[src/rtl/nist_pkg.sv]
// Shared definitions for the NIST test-stream generator: pattern modes,
// PRBS polynomial taps, default seed and the generator FSM encoding.
package nist_pkg;

  // Pattern selects
  localparam logic [2:0] MODE_ZERO = 3'd0;
  localparam logic [2:0] MODE_ONE  = 3'd1;
  localparam logic [2:0] MODE_ALT  = 3'd2;
  localparam logic [2:0] MODE_PRBS = 3'd3;
  localparam logic [2:0] MODE_RUNS = 3'd4;
  localparam logic [2:0] MODE_BIAS = 3'd5;

  // Fibonacci x^16+x^14+x^13+x^11+1, right-shifting form: feedback taps
  localparam int unsigned LFSR_TAP_0 = 0;
  localparam int unsigned LFSR_TAP_1 = 2;
  localparam int unsigned LFSR_TAP_2 = 3;
  localparam int unsigned LFSR_TAP_3 = 5;

  // A zero seed would lock the LFSR, so it is swapped for this value
  localparam logic [15:0] DEFAULT_SEED = 16'hACE1;

  typedef enum logic [1:0] {
    ST_IDLE = 2'd0,
    ST_LOAD = 2'd1,
    ST_RUN  = 2'd2,
    ST_DONE = 2'd3
  } state_e;

  // Feedback bit entering at the MSB on each shift
  function automatic logic lfsr16_fb(input logic [15:0] s);
    return s[LFSR_TAP_0] ^ s[LFSR_TAP_1] ^ s[LFSR_TAP_2] ^ s[LFSR_TAP_3];
  endfunction

endpackage

[src/rtl/prbs_lfsr16.sv]
// 16-bit Fibonacci LFSR with synchronous load and step enable.
// Load has priority over step; the raw state is exported so other
// checkers can derive their own bits from it.
module prbs_lfsr16
  import nist_pkg::*;
(
  input  logic        i_clk,
  input  logic        i_rst,
  input  logic        i_load,
  input  logic        i_en,
  input  logic [15:0] i_seed,
  output logic [15:0] o_state
);

  logic [15:0] r_lfsr;

  // LFSR state: seed on load, shift right with feedback into bit 15 on enable
  always_ff @(posedge i_clk or posedge i_rst) begin
    if (i_rst) begin
      r_lfsr <= 16'h0000;
    end else if (i_load) begin
      r_lfsr <= i_seed;
    end else if (i_en) begin
      r_lfsr <= {lfsr16_fb(r_lfsr), r_lfsr[15:1]};
    end else begin
      r_lfsr <= r_lfsr;
    end
  end

  assign o_state = r_lfsr;

endmodule

[src/rtl/nist_bitstream_gen.sv]
// Deterministic 1-bit stream source for the NIST SP 800-22 tester.
// Emits BLOCK_LEN*N bits of a selected pattern with block markers.
// Configuration and pattern state are set up on the edge that accepts
// start, so the LOAD cycle already produces the first registered bit and
// the output stream trails the FSM by one cycle.
module nist_bitstream_gen
  import nist_pkg::*;
#(
  parameter int LFSR_W    = 16,
  parameter int BLOCK_LEN = 128,
  parameter int RUN_MAX   = 8
) (
  input  logic              i_clk,
  input  logic              i_rst,
  input  logic              i_start,
  input  logic              i_stop,
  input  logic [2:0]        i_mode,
  input  logic [LFSR_W-1:0] i_seed,
  input  logic [7:0]        i_nblocks,
  output logic              o_bit_out,
  output logic              o_bit_valid,
  output logic              o_block_start,
  output logic              o_busy,
  output logic              o_done
);

  localparam int BCW = $clog2(BLOCK_LEN);
  localparam logic [BCW-1:0] BIT_LAST = BCW'(BLOCK_LEN - 1);
  localparam logic [3:0]     RUN_TOP  = 4'(RUN_MAX);

  state_e         r_state;
  state_e         w_next_state;
  logic           w_accept;
  logic           w_emit;
  logic           w_last;
  logic           w_bit;
  logic [15:0]    w_seed;
  logic [15:0]    w_lfsr;

  logic [2:0]     r_mode;
  logic [8:0]     r_nblk;
  logic [BCW-1:0] r_bit_cnt;
  logic [8:0]     r_blk_cnt;
  logic           r_alt;
  logic           r_run_val;
  logic [3:0]     r_run_len;
  logic [3:0]     r_run_cnt;

  logic           r_bit_out;
  logic           r_bit_valid;
  logic           r_block_start;
  logic           r_busy;
  logic           r_done;

  assign w_seed = (i_seed == {LFSR_W{1'b0}}) ? DEFAULT_SEED : 16'(i_seed);
  assign w_last = (r_bit_cnt == BIT_LAST) && (r_blk_cnt == (r_nblk - 9'd1));

  prbs_lfsr16 u_lfsr (
    .i_clk   (i_clk),
    .i_rst   (i_rst),
    .i_load  (w_accept),
    .i_en    (w_emit),
    .i_seed  (w_seed),
    .o_state (w_lfsr)
  );

  // Next state: emit one bit per LOAD/RUN cycle unless aborted; stop beats last bit
  always_comb begin
    w_next_state = r_state;
    w_accept     = 1'b0;
    w_emit       = 1'b0;
    case (r_state)
      ST_IDLE: begin
        if (i_start) begin
          w_next_state = ST_LOAD;
          w_accept     = 1'b1;
        end else begin
          w_next_state = ST_IDLE;
        end
      end
      ST_LOAD, ST_RUN: begin
        if (i_stop) begin
          w_next_state = ST_IDLE;
        end else begin
          w_emit       = 1'b1;
          w_next_state = w_last ? ST_DONE : ST_RUN;
        end
      end
      ST_DONE: w_next_state = ST_IDLE;
      default: w_next_state = ST_IDLE;
    endcase
  end

  // Pattern bit for the current generator state
  always_comb begin
    w_bit = 1'b0;
    case (r_mode)
      MODE_ZERO: w_bit = 1'b0;
      MODE_ONE:  w_bit = 1'b1;
      MODE_ALT:  w_bit = r_alt;
      MODE_PRBS: w_bit = w_lfsr[0];
      MODE_RUNS: w_bit = r_run_val;
      MODE_BIAS: w_bit = w_lfsr[0] & w_lfsr[1];
      default:   w_bit = 1'b0;
    endcase
  end

  // FSM state register
  always_ff @(posedge i_clk or posedge i_rst) begin
    if (i_rst) begin
      r_state <= ST_IDLE;
    end else begin
      r_state <= w_next_state;
    end
  end

  // Latch run configuration when start is accepted; 0 blocks means 256
  always_ff @(posedge i_clk or posedge i_rst) begin
    if (i_rst) begin
      r_mode <= 3'd0;
      r_nblk <= 9'd0;
    end else if (w_accept) begin
      r_mode <= i_mode;
      r_nblk <= (i_nblocks == 8'd0) ? 9'd256 : {1'b0, i_nblocks};
    end else begin
      r_mode <= r_mode;
      r_nblk <= r_nblk;
    end
  end

  // Bit/block counters and ALT/run-ladder state; patterns run on across blocks
  always_ff @(posedge i_clk or posedge i_rst) begin
    if (i_rst) begin
      r_bit_cnt <= '0;
      r_blk_cnt <= 9'd0;
      r_alt     <= 1'b0;
      r_run_val <= 1'b0;
      r_run_len <= 4'd0;
      r_run_cnt <= 4'd0;
    end else if (w_accept) begin
      r_bit_cnt <= '0;
      r_blk_cnt <= 9'd0;
      r_alt     <= 1'b0;
      r_run_val <= 1'b0;
      r_run_len <= 4'd1;
      r_run_cnt <= 4'd0;
    end else if (w_emit) begin
      r_bit_cnt <= r_bit_cnt + 1'b1;
      r_blk_cnt <= (r_bit_cnt == BIT_LAST) ? r_blk_cnt + 9'd1 : r_blk_cnt;
      r_alt     <= ~r_alt;
      if (r_run_cnt == (r_run_len - 4'd1)) begin
        r_run_cnt <= 4'd0;
        r_run_val <= ~r_run_val;
        r_run_len <= (r_run_len == RUN_TOP) ? 4'd1 : r_run_len + 4'd1;
      end else begin
        r_run_cnt <= r_run_cnt + 4'd1;
      end
    end else begin
      r_bit_cnt <= r_bit_cnt;
      r_blk_cnt <= r_blk_cnt;
    end
  end

  // Registered stream outputs; busy covers the whole visible stream plus its last bit
  always_ff @(posedge i_clk or posedge i_rst) begin
    if (i_rst) begin
      r_bit_out     <= 1'b0;
      r_bit_valid   <= 1'b0;
      r_block_start <= 1'b0;
      r_busy        <= 1'b0;
      r_done        <= 1'b0;
    end else begin
      r_bit_out     <= w_emit & w_bit;
      r_bit_valid   <= w_emit;
      r_block_start <= w_emit && (r_bit_cnt == '0);
      r_busy        <= (w_next_state != ST_IDLE);
      r_done        <= (r_state == ST_DONE);
    end
  end

  assign o_bit_out     = r_bit_out;
  assign o_bit_valid   = r_bit_valid;
  assign o_block_start = r_block_start;
  assign o_busy        = r_busy;
  assign o_done        = r_done;

endmodule
[config.mk]
export PLATFORM = sky130hd
export DESIGN_NAME = nist_bitstream_gen
export DESIGN_NICKNAME = d
export VERILOG_FILES = /design/src/rtl/nist_pkg.sv /design/src/rtl/prbs_lfsr16.sv /design/src/rtl/nist_bitstream_gen.sv
export SDC_FILE = /design/constraint.sdc
export NUM_CORES = 1
export LEC_CHECK = 0
export CAP_MARGIN = 20
export CORE_MARGIN = 2
export CORE_UTILIZATION = 40
export CTS_BUF_LIST = sky130_fd_sc_hd__clkbuf_8
export DETAILED_ROUTE_END_ITERATION = 10
export GPL_TIMING_DRIVEN = 0
export HOLD_SLACK_MARGIN = 0.15
export PLACE_DENSITY_LB_ADDON = 0.2
export SYNTH_ARGS = -nofsm -noshare
export SYNTH_HDL_FRONTEND = slang
export SYNTH_SLANG_ARGS = --single-unit
[constraint.sdc]
create_clock -name i_clk -period 2.86 [get_ports i_clk]
set_clock_uncertainty 0.2 [all_clocks]
set_input_delay 0.572 -clock i_clk [delete_from_list [all_inputs] [get_ports i_clk]]
set_output_delay 0.572 -clock i_clk [all_outputs]
set_load 0.01 [all_outputs]
==> impl_metrics.toml, run 1 <==
[sta]
fmax_mhz = 397
min_period_ns = 2.52
setup_tns_ns = 0
finalWorstSetupSlack_ns = 0.339
rsz0062_at_grt = "false"
setup_viol_count_final = 0
worst_pin_slew_ns = 0.708
drv_slew = 0
finalHoldViolCount = 0
fin_crit_sh = 0.881
slew_headroom = 0.526

[global_routing]
grt_pass1_vias = 2578
grt_use_total = 0.175
grt_max_degree = 43
grt_pass1_wl_um = 12000
gr-total-overflow = 0
antenna_found_initial = 0

[floorplan]
io_pins = 36
core_sq_mm = 0.00777
die_h_um = 93.6
die_width_um = 93.6
num_rows = 32
initial_core_util = 0.413
die-area_sq_mm = 0.00876

[critical_path]
start_kind = "register"
worstPathMaxFanout = 9
path_buf_inv = 3
critPathSlowestCell = "dfrtp_1"
startpoint = "o_bit_valid$_DFF_PP0_"
path_class = "reg2reg"
crit_arrival_ns = 2.54
crit_path_end_kind = "register"
crit_path_max_incr_delay_ns = 0.38
required_ns = 2.88
r2r-start = "o_bit_valid$_DFF_PP0_"
cp_top_family = "buffers and inverters"
r2r_cells = 8
r2r_slack_ns = 0.34
cp_cell_sequence = "inv_1, ha_1, nand2b_1, clkbuf_1, clkinv_1, nand3_1, nor2_1, o221a_2"
rr_endpoint = "r_run_len[3]$_DFFE_PP0P_"

[clock_network]
insertion_delay_ns = 0.34
tritoncts = "built"
postCtsSetupRepairBufs = 0
hold_buffers = 0
clkSinkCount = 60
cts_buffers = 9
path_clk_slew_ns = 0.07
cts_root_buffer = "clkbuf_8"
cts_max_path_buffers = 2
h-tree-depth = 3
postCtsResizedCells = 0

[synth]
synth_cell_types = 44
synthCells = 358
synth-warning-count = 0
netlist_area_sq_mm = 0.00321
avgSynthCellArea_sq_um = 8.96
seq_area_frac_synth = 0.468
synth_nets = 399
synth_seq_cells = 60

[layout]
n_antenna_cell = 0
final_common_cell = "nand2_1"
nNetsFinal = 446
final_cell_area_sq_mm = 0.00389
drive_gt1_frac = 0.0707
final_cell_mix = "nand2_1, dfrtp_1, nor2_1, clkdlybuf4s50_1, xnor2_1"
stdcell_count = 512
final_core_util = 0.501
syn_to_final_growth_pct = 21.4

[route]
viasPerCell = 5.10
vias = 2612
postRouteAntennaNets = 0
drcViolationCount = 0
wl_per_cell_um = 13.4
wl_um = 6850
drt_first_pass_iters = 5
drtIter0Drc = 147

[power_and_ir_drop]
ir_drop_mv = 0.417
power.leakage_nw = 1.72
p_per_area_mw_per_mm2 = 794

[hold_path]
min_from = "r_nblk[8]$_DFFE_PP0P_"
hp-class = "reg2reg"
hold-path-cell-count = 2
whs_endpoint = "r_nblk[8]$_DFFE_PP0P_"

[place]
dp_cells = 496
gp_congestion = 0.806
dpl_worst_slack_ns = 0.0114
placed_area_sq_mm = 0.00371
io_buffers = 35
post-dp-hpwl_um = 5020

[flow_run]
cap_viol_max_count = 0

[outcome]
status = "finished, final reports clean"
-- flip-flops by register name, summed over array words and instances, names as in the netlist --
name and count:
o_busy 1, o_bit_out 1, o_done 1, o_block_start 1, r_state 1, r_run_cnt 4, r_mode 3, r_bit_cnt 7
r_run_val 1, o_bit_valid 1, u_lfsr.o_state 16, r_nblk 9, r_blk_cnt 9, r_alt 1, r_run_len 4
-- worst min-delay path: stages (launching register included) --
cell and delay, ns:
dfrtp_1 0.36, nand2_1 0.06, nand2_1 0.06
-- routing by layer --
metal | part of all wire | vias up | global-route usage
met2 | 0.46 | 51 | 0.281
li1 | - | 1315 | -
met3 | 0.043 | 9 | 0.0580
met1 | 0.49 | 1237 | 0.230
met5 | 0 | - | 0
met4 | 0.011 | 0 | 0.0435
-- Yosys cell counts (all sizes together) --
master  count  share of area
and4b       2         0.0062
o32a        1         0.0031
a31o        1         0.0027
a41oi       1         0.0027
nand3b      3         0.0070
a41o        1         0.0031
nand4       8          0.016
o22ai       1         0.0020
and4        1         0.0027
nor2       43          0.050
ha         10          0.039
a211oi      1         0.0023
nor4       10          0.024
nand2b      1         0.0020
xnor2      19          0.052
xor2       16          0.044
buf         2         0.0035
o221a       1         0.0035
dfrtp      60           0.47
a31oi      16          0.031
and2        4         0.0078
o21a        1         0.0023
xor3        1         0.0074
nor3        8          0.016
o221ai      1         0.0027
nor2b       2         0.0039
or3         1         0.0020
a221oi      1         0.0027
o41ai       1         0.0051
nand3      10          0.016
mux2i       3         0.0094
inv        12          0.014
and3        2         0.0043
clkbuf     14          0.019
nand2      81          0.095
or2         2         0.0039
clkinv      1         0.0012
o21ai       7          0.011
a21oi       8          0.012
-- worst max path at each step --
stage | slack, ns | end | depth (start not counted)
after global placement | -0.54 | u_lfsr.o_state[11]$_DFFE_PP0P_ | 2
after CTS | 0.32 | r_run_len[3]$_DFFE_PP0P_ | 8
after global routing | 0.14 | r_run_len[0]$_DFFE_PP0P_ | 8
after detailed placement | 0.01 | r_run_len[3]$_DFFE_PP0P_ | 7
after floorplan | 0.60 | o_bit_out$_DFF_PP0_ | 1
final | 0.34 | r_run_len[3]$_DFFE_PP0P_ | 8
-- stage by stage --
step,total power (W),hold slack [ns]
after floorplan,0.00210,0.261
after global placement,0.00237,0.283
after detailed placement,0.00240,0.288
after CTS,0.00312,0.308
after global routing,0.00334,0.338
final,0.00309,0.305
-- cell families after synthesis --
logic type / share of synthesized area
compound gates: 0.0869
flops: 0.468
simple gates: 0.256
fa+ha+maj: 0.0390
xor+xnor: 0.103
mux: 0.00936
buf+inv: 0.0382
-- report_power, final --
part | switching, W | internal, W | leakage, nW | total [W]
sequential | 0.000225 | 0.00108 | 0.764 | 0.00130
clock | 0.000321 | 0.000380 | 0.0982 | 0.000702
combinational | 0.000588 | 0.000496 | 0.856 | 0.00108
total | 0.00114 | 0.00196 | 1.72 | 0.00309
-- layout make-up --
cell class                      instances  area [sq um]
Clock buffer                           12           165
Buffer                                 16          73.8
Tap cell                              102           128
Multi-Input combinational cell        269          1590
Sequential cell                        60          1500
Timing Repair Buffer                   36           370
Inverter                               13          48.8
Clock inverter                          4          22.5
Fill cell                             780          3870
No activity file was read; power rests on OpenSTA's default activity.
==> inputs of run 2 (changes only) <==
--- a/config.mk
+++ b/config.mk
@@ -6,8 +6,8 @@
 export NUM_CORES = 1
 export LEC_CHECK = 0
 export CAP_MARGIN = 20
-export CORE_MARGIN = 2
-export CORE_UTILIZATION = 40
+export CORE_MARGIN = 4
+export CORE_UTILIZATION = 58
 export CTS_BUF_LIST = sky130_fd_sc_hd__clkbuf_8
 export DETAILED_ROUTE_END_ITERATION = 10
 export GPL_TIMING_DRIVEN = 0
==> impl_metrics.toml, run 2 (synthesized netlist as in run 1, its figures left out) <==
[global_routing]
grt_max_degree = 43
antenna_found_initial = 0
grt_use_total = 0.233
gr-total-overflow = 0
grt_pass1_vias = 2692
grt_pass1_wl_um = 11800

[power_and_ir_drop]
seqPwrFrac = 0.416
internal_power_w = 0.00199
clock_power_share = 0.237
sw_frac_of_total = 0.365
power.leakage_nw = 1.72
p_switching_w = 0.00114
p_per_area_mw_per_mm2 = 813
power_frac_comb = 0.346
ir_drop_mv = 0.603

[outcome]
status = "finished, final reports clean"

[critical_path]
path_class = "reg2reg"
start_kind = "register"
cp_cell_sequence = "inv_1, ha_1, nand2b_1, clkbuf_1, clkinv_1, nand3_1, nor2_1, o221a_2"
worstPathMaxFanout = 9
rr_endpoint = "r_run_len[3]$_DFFE_PP0P_"
r2r-start = "o_bit_valid$_DFF_PP0_"
crit_path_end_kind = "register"
cp_top_family = "buffers and inverters"
path_buf_inv = 3
required_ns = 2.89
crit_path_max_incr_delay_ns = 0.38
crit_arrival_ns = 2.46
r2r_cells = 8
r2r_slack_ns = 0.43
critPathSlowestCell = "dfrtp_1"

[hold_path]
hp-class = "reg2reg"
hold-path-cell-count = 2
min_from = "r_nblk[8]$_DFFE_PP0P_"
whs_endpoint = "r_nblk[8]$_DFFE_PP0P_"

[route]
vias = 2621
drcViolationCount = 0
wl_per_cell_um = 14.3
drt-met1-wl_um = 3100
drtIter0Drc = 163
top_layer = "met4"
wl_met3_um = 307
wl_um = 6830
drt_first_pass_iters = 4
wl_met2_um = 3310
viasPerCell = 5.47
postRouteAntennaNets = 0

[sta]
slew_headroom = 0.525
rsz0062_at_grt = "false"
worst_pin_slew_ns = 0.708
finalHoldViolCount = 0
min_period_ns = 2.43
setup_viol_count_final = 0
fmax_mhz = 412
drv_slew = 0
fin_crit_sh = 0.850

[layout]
final_common_cell = "nand2_1"
final_cell_mix = "nand2_1, dfrtp_1, nor2_1, clkdlybuf4s50_1, xnor2_1"
syn_to_final_growth_pct = 20.2
final_cell_area_sq_mm = 0.00386
nNetsFinal = 446
largest_reg_flops = 16
n_antenna_cell = 0
stdcell_count = 479
drive_gt1_frac = 0.0685

[clock_network]
hold_buffers = 0
tritoncts = "built"
clkSinkCount = 60
insertion_delay_ns = 0.34
cts_root_buffer = "clkbuf_8"
cts_buffers = 9
h-tree-depth = 3
path_clk_slew_ns = 0.06
cts_max_path_buffers = 2
postCtsSetupRepairBufs = 0
postCtsResizedCells = 0

[floorplan]
die_width_um = 82.4
die_h_um = 82.4
core_sq_mm = 0.00524
num_rows = 26
io_pins = 36
initial_core_util = 0.613
die-area_sq_mm = 0.00679

[place]
placed_area_sq_mm = 0.00367
io_buffers = 35
post-dp-hpwl_um = 5060
gp_congestion = 0.795
dp_cells = 464

[flow_run]
cap_viol_max_count = 0
==> run 2: cell types whose count changed in the layout (fill, tap and decap cells not counted) <==
cell and change:
clkbuf_8 -2, bufinv_16 +1
==> run 2: worst min-delay path, cell delays in order, from the launching register on <==
cell and delay, ns:
dfrtp_1 0.36, nand2_1 0.06, nand2_1 0.06
==> run 2: cell type report <==
class                   count  area [sq um]
clock inverters             5          52.6
well taps                  70          87.6
clock buffers              10           138
inverters                  13          48.8
multi-input cells         269          1590
flip-flops and latches     60          1500
repair buffers             36           370
fillers                   408          1380
plain buffers              16          73.8
==> run 2: metrics by stage <==
step	power [W]	util	hold slack (ns)	setup slack, ns	setup TNS, ns
after detailed placement	0.00240	0.700	0.292	0.106	0
after global placement	0.00236	0.696	0.280	-0.446	-26.56
after floorplan	0.00210	-	0.261	0.603	0
final	0.00314	0.737	0.310	0.430	0
after CTS	0.00316	0.737	0.308	0.437	0
after global routing	0.00339	0.737	0.344	0.273	0
==> run 2: worst max path at each step <==
stage          cells after the start                   from                             to
3_3_place_gp                       2                  i_rst  u_lfsr.o_state[9]$_DFFE_PP0P_
4_1_cts                            8  o_bit_valid$_DFF_PP0_       r_run_len[3]$_DFFE_PP0P_
5_1_grt                            8  o_bit_valid$_DFF_PP0_       r_run_len[3]$_DFFE_PP0P_
3_5_place_dp                       7                 i_stop       r_run_len[3]$_DFFE_PP0P_
6_report                           8  o_bit_valid$_DFF_PP0_       r_run_len[3]$_DFFE_PP0P_
2_1_floorplan                      1                  i_rst            o_bit_out$_DFF_PP0_
==> run 2: power groups by stage <==
stage	sequential (W)	clock (W)	combinational (W)
5_1_grt	0.00133	0.000811	0.00124
2_1_floorplan	0.00127	0	0.000830
4_1_cts	0.00130	0.000761	0.00110
3_5_place_dp	0.00132	0	0.00109
3_3_place_gp	0.00130	0	0.00105
6_report	0.00131	0.000744	0.00109
==> run 2: per-layer routing <==
| layer | track usage | vias up |
|---|---|---|
| met1 | 0.272 | 1248 |
| met4 | 0.0930 | 0 |
| met3 | 0.0683 | 12 |
| met2 | 0.399 | 53 |
| met5 | 0 | - |
| li1 | - | 1308 |
==> inputs of run 3 (changes only) <==
--- a/config.mk
+++ b/config.mk
@@ -7,7 +7,7 @@
 export LEC_CHECK = 0
 export CAP_MARGIN = 20
 export CORE_MARGIN = 4
-export CORE_UTILIZATION = 58
+export CORE_UTILIZATION = 53
 export CTS_BUF_LIST = sky130_fd_sc_hd__clkbuf_8
 export DETAILED_ROUTE_END_ITERATION = 10
 export GPL_TIMING_DRIVEN = 0
==> constraint.sdc (replaced) <==
create_clock -name i_clk -period 2 [get_ports i_clk]
set_clock_uncertainty 0.2 [all_clocks]
set_input_delay 0.4 -clock i_clk [delete_from_list [all_inputs] [get_ports i_clk]]
set_output_delay 0.4 -clock i_clk [all_outputs]
set_load 0.01 [all_outputs]
==> impl_metrics.toml, run 3 (synthesized netlist as in run 1, its figures left out) <==
[outcome]
status = "finished, final reports clean"

[critical_path]
crit_path_end_kind = "register"
r2r_cells = 5
r2r_slack_ns = 0.01
startpoint = "r_nblk[4]$_DFFE_PP0P_"
worstPathMaxFanout = 4
path_class = "reg2reg"
r2r-start = "r_nblk[4]$_DFFE_PP0P_"
crit_arrival_ns = 2.02
start_kind = "register"
required_ns = 2.03
rr_endpoint = "r_state[0]$_DFF_PP0_"

[route]
viasPerCell = 5.60
wl_um = 7710
vias = 2824
drt_first_pass_iters = 4
drtIter0Drc = 171
drcViolationCount = 0
wl_per_cell_um = 15.3
postRouteAntennaNets = 0

[place]
dp_cells = 469
placed_area_sq_mm = 0.00369
io_buffers = 35
gp_congestion = 0.828
post-dp-hpwl_um = 5120

[sta]
slew_headroom = 0.664
worst_pin_slew_ns = 0.505
min_period_ns = 1.99
drv_slew = 0
fin_crit_sh = 0.994
setup_viol_count_final = 0
finalHoldViolCount = 0
rsz0062_at_grt = "true"
fmax_mhz = 503
setup_tns_ns = 0

[layout]
nNetsFinal = 465
stdcell_count = 504
final_cell_mix = "nand2_1, dfrtp_1, nor2_1, clkdlybuf4s50_1, buf_4"
drive_gt1_frac = 0.172
syn_to_final_growth_pct = 29.0
n_antenna_cell = 0
final_cell_area_sq_mm = 0.00414
final_common_cell = "nand2_1"
final_core_util = 0.703
largest_reg_flops = 16
fillers = 459

[clock_network]
path_clk_slew_ns = 0.07
insertion_delay_ns = 0.34
cts_buffers = 9
tritoncts = "built"
clkSinkCount = 60
hold_buffers = 0
cts_root_buffer = "clkbuf_8"
h-tree-depth = 3
cts_max_path_buffers = 2

[global_routing]
grt_pass1_vias = 2811
grt_use_total = 0.220
grt_max_degree = 44
gr-total-overflow = 0
grt_pass1_wl_um = 12800
antenna_found_initial = 0

[floorplan]
num_rows = 28
die_h_um = 85.8
initial_core_util = 0.545
die-area_sq_mm = 0.00736
core_sq_mm = 0.00589
io_pins = 36
die_width_um = 85.8

[power_and_ir_drop]
sw_frac_of_total = 0.363
ir_drop_mv = 0.800
internal_power_w = 0.00324
clock_power_share = 0.218
power.leakage_nw = 1.88
p_switching_w = 0.00184
p_per_area_mw_per_mm2 = 1230
seqPwrFrac = 0.362
power_frac_comb = 0.420

[flow_run]
cap_viol_max_count = 0

[hold_path]
hp-class = "in2async"
[run 3: cell count changes in the layout (fill, tap and decap cells not counted), moves of 3 or more]
cell | before | now
buf_4 | 1 | 19
clkbuf_1 | 13 | 4
clkbuf_2 | 0 | 8
dfrtp_1 | 60 | 56
dfrtp_2 | 0 | 4
ha_1 | 10 | 7
[run 3: repair_timing]
item / 4_1_cts / 5_1_grt
gates resized for setup: 14 / 21
pin swaps: 6 / 12
setup endpoints to repair: 51 / 45
setup buffers: 12 / 8
[run 3: worst max path at each step]
stage / cells after the start / to
floorplan: 6 / r_run_len[3]$_DFFE_PP0P_
global placement: 5 / r_state[0]$_DFF_PP0_
detailed placement: 6 / r_mode[1]$_DFFE_PP0P_
CTS: 6 / r_state[0]$_DFF_PP0_
global route: 8 / r_blk_cnt[3]$_DFFE_PP0P_
finish: 5 / r_state[0]$_DFF_PP0_
[run 3: area by class of cell]
| cell class | instances | area [sq um] | area share |
|---|---|---|---|
| multi-input combinational | 269 | 1670 | 0.402 |
| sequential | 60 | 1510 | 0.364 |
| timing repair buffer | 56 | 524 | 0.127 |
| clock buffer | 11 | 151 | 0.0366 |
| tap | 75 | 93.8 | 0.0227 |
| buffer | 15 | 88.8 | 0.0215 |
| inverter | 13 | 60.1 | 0.0145 |
| clock inverter | 5 | 50.0 | 0.0121 |
[run 3: routing by layer]
metal | wire (um) | GRT usage | up-vias
met5 | 0 | 0 | -
met3 | 337 | 0.0365 | 14
met4 | 165 | 0.118 | 0
li1 | - | - | 1356
met1 | 3460 | 0.283 | 1371
met2 | 3740 | 0.354 | 83
[run 3: stage by stage]
stage | power [W] | setup WS, ns | hold WS [ns]
final | 0.00508 | 0.0130 | 0.210
after global routing | 0.00545 | -0.134 | 0.239
after CTS | 0.00479 | 0.00987 | 0.222
after detailed placement | 0.00345 | -0.357 | 0.284
after global placement | 0.00338 | -0.337 | 0.278
after floorplan | 0.00301 | -0.00218 | 0.261
[run 3: power groups by stage]
stage | clock, W | combinational, W | sequential (W)
2_1_floorplan | 0 | 0.00120 | 0.00181
3_3_place_gp | 0 | 0.00151 | 0.00187
3_5_place_dp | 0 | 0.00156 | 0.00188
4_1_cts | 0.00112 | 0.00184 | 0.00183
5_1_grt | 0.00118 | 0.00238 | 0.00189
6_report | 0.00111 | 0.00213 | 0.00184
[run 3: critical path: stages, from the launching register on]
cell and delay [ns]:
dfrtp_2 0.44, nor4_4 0.32, a21oi_1 0.10, o21a_1 0.17, o32a_1 0.36, o41ai_2 0.29
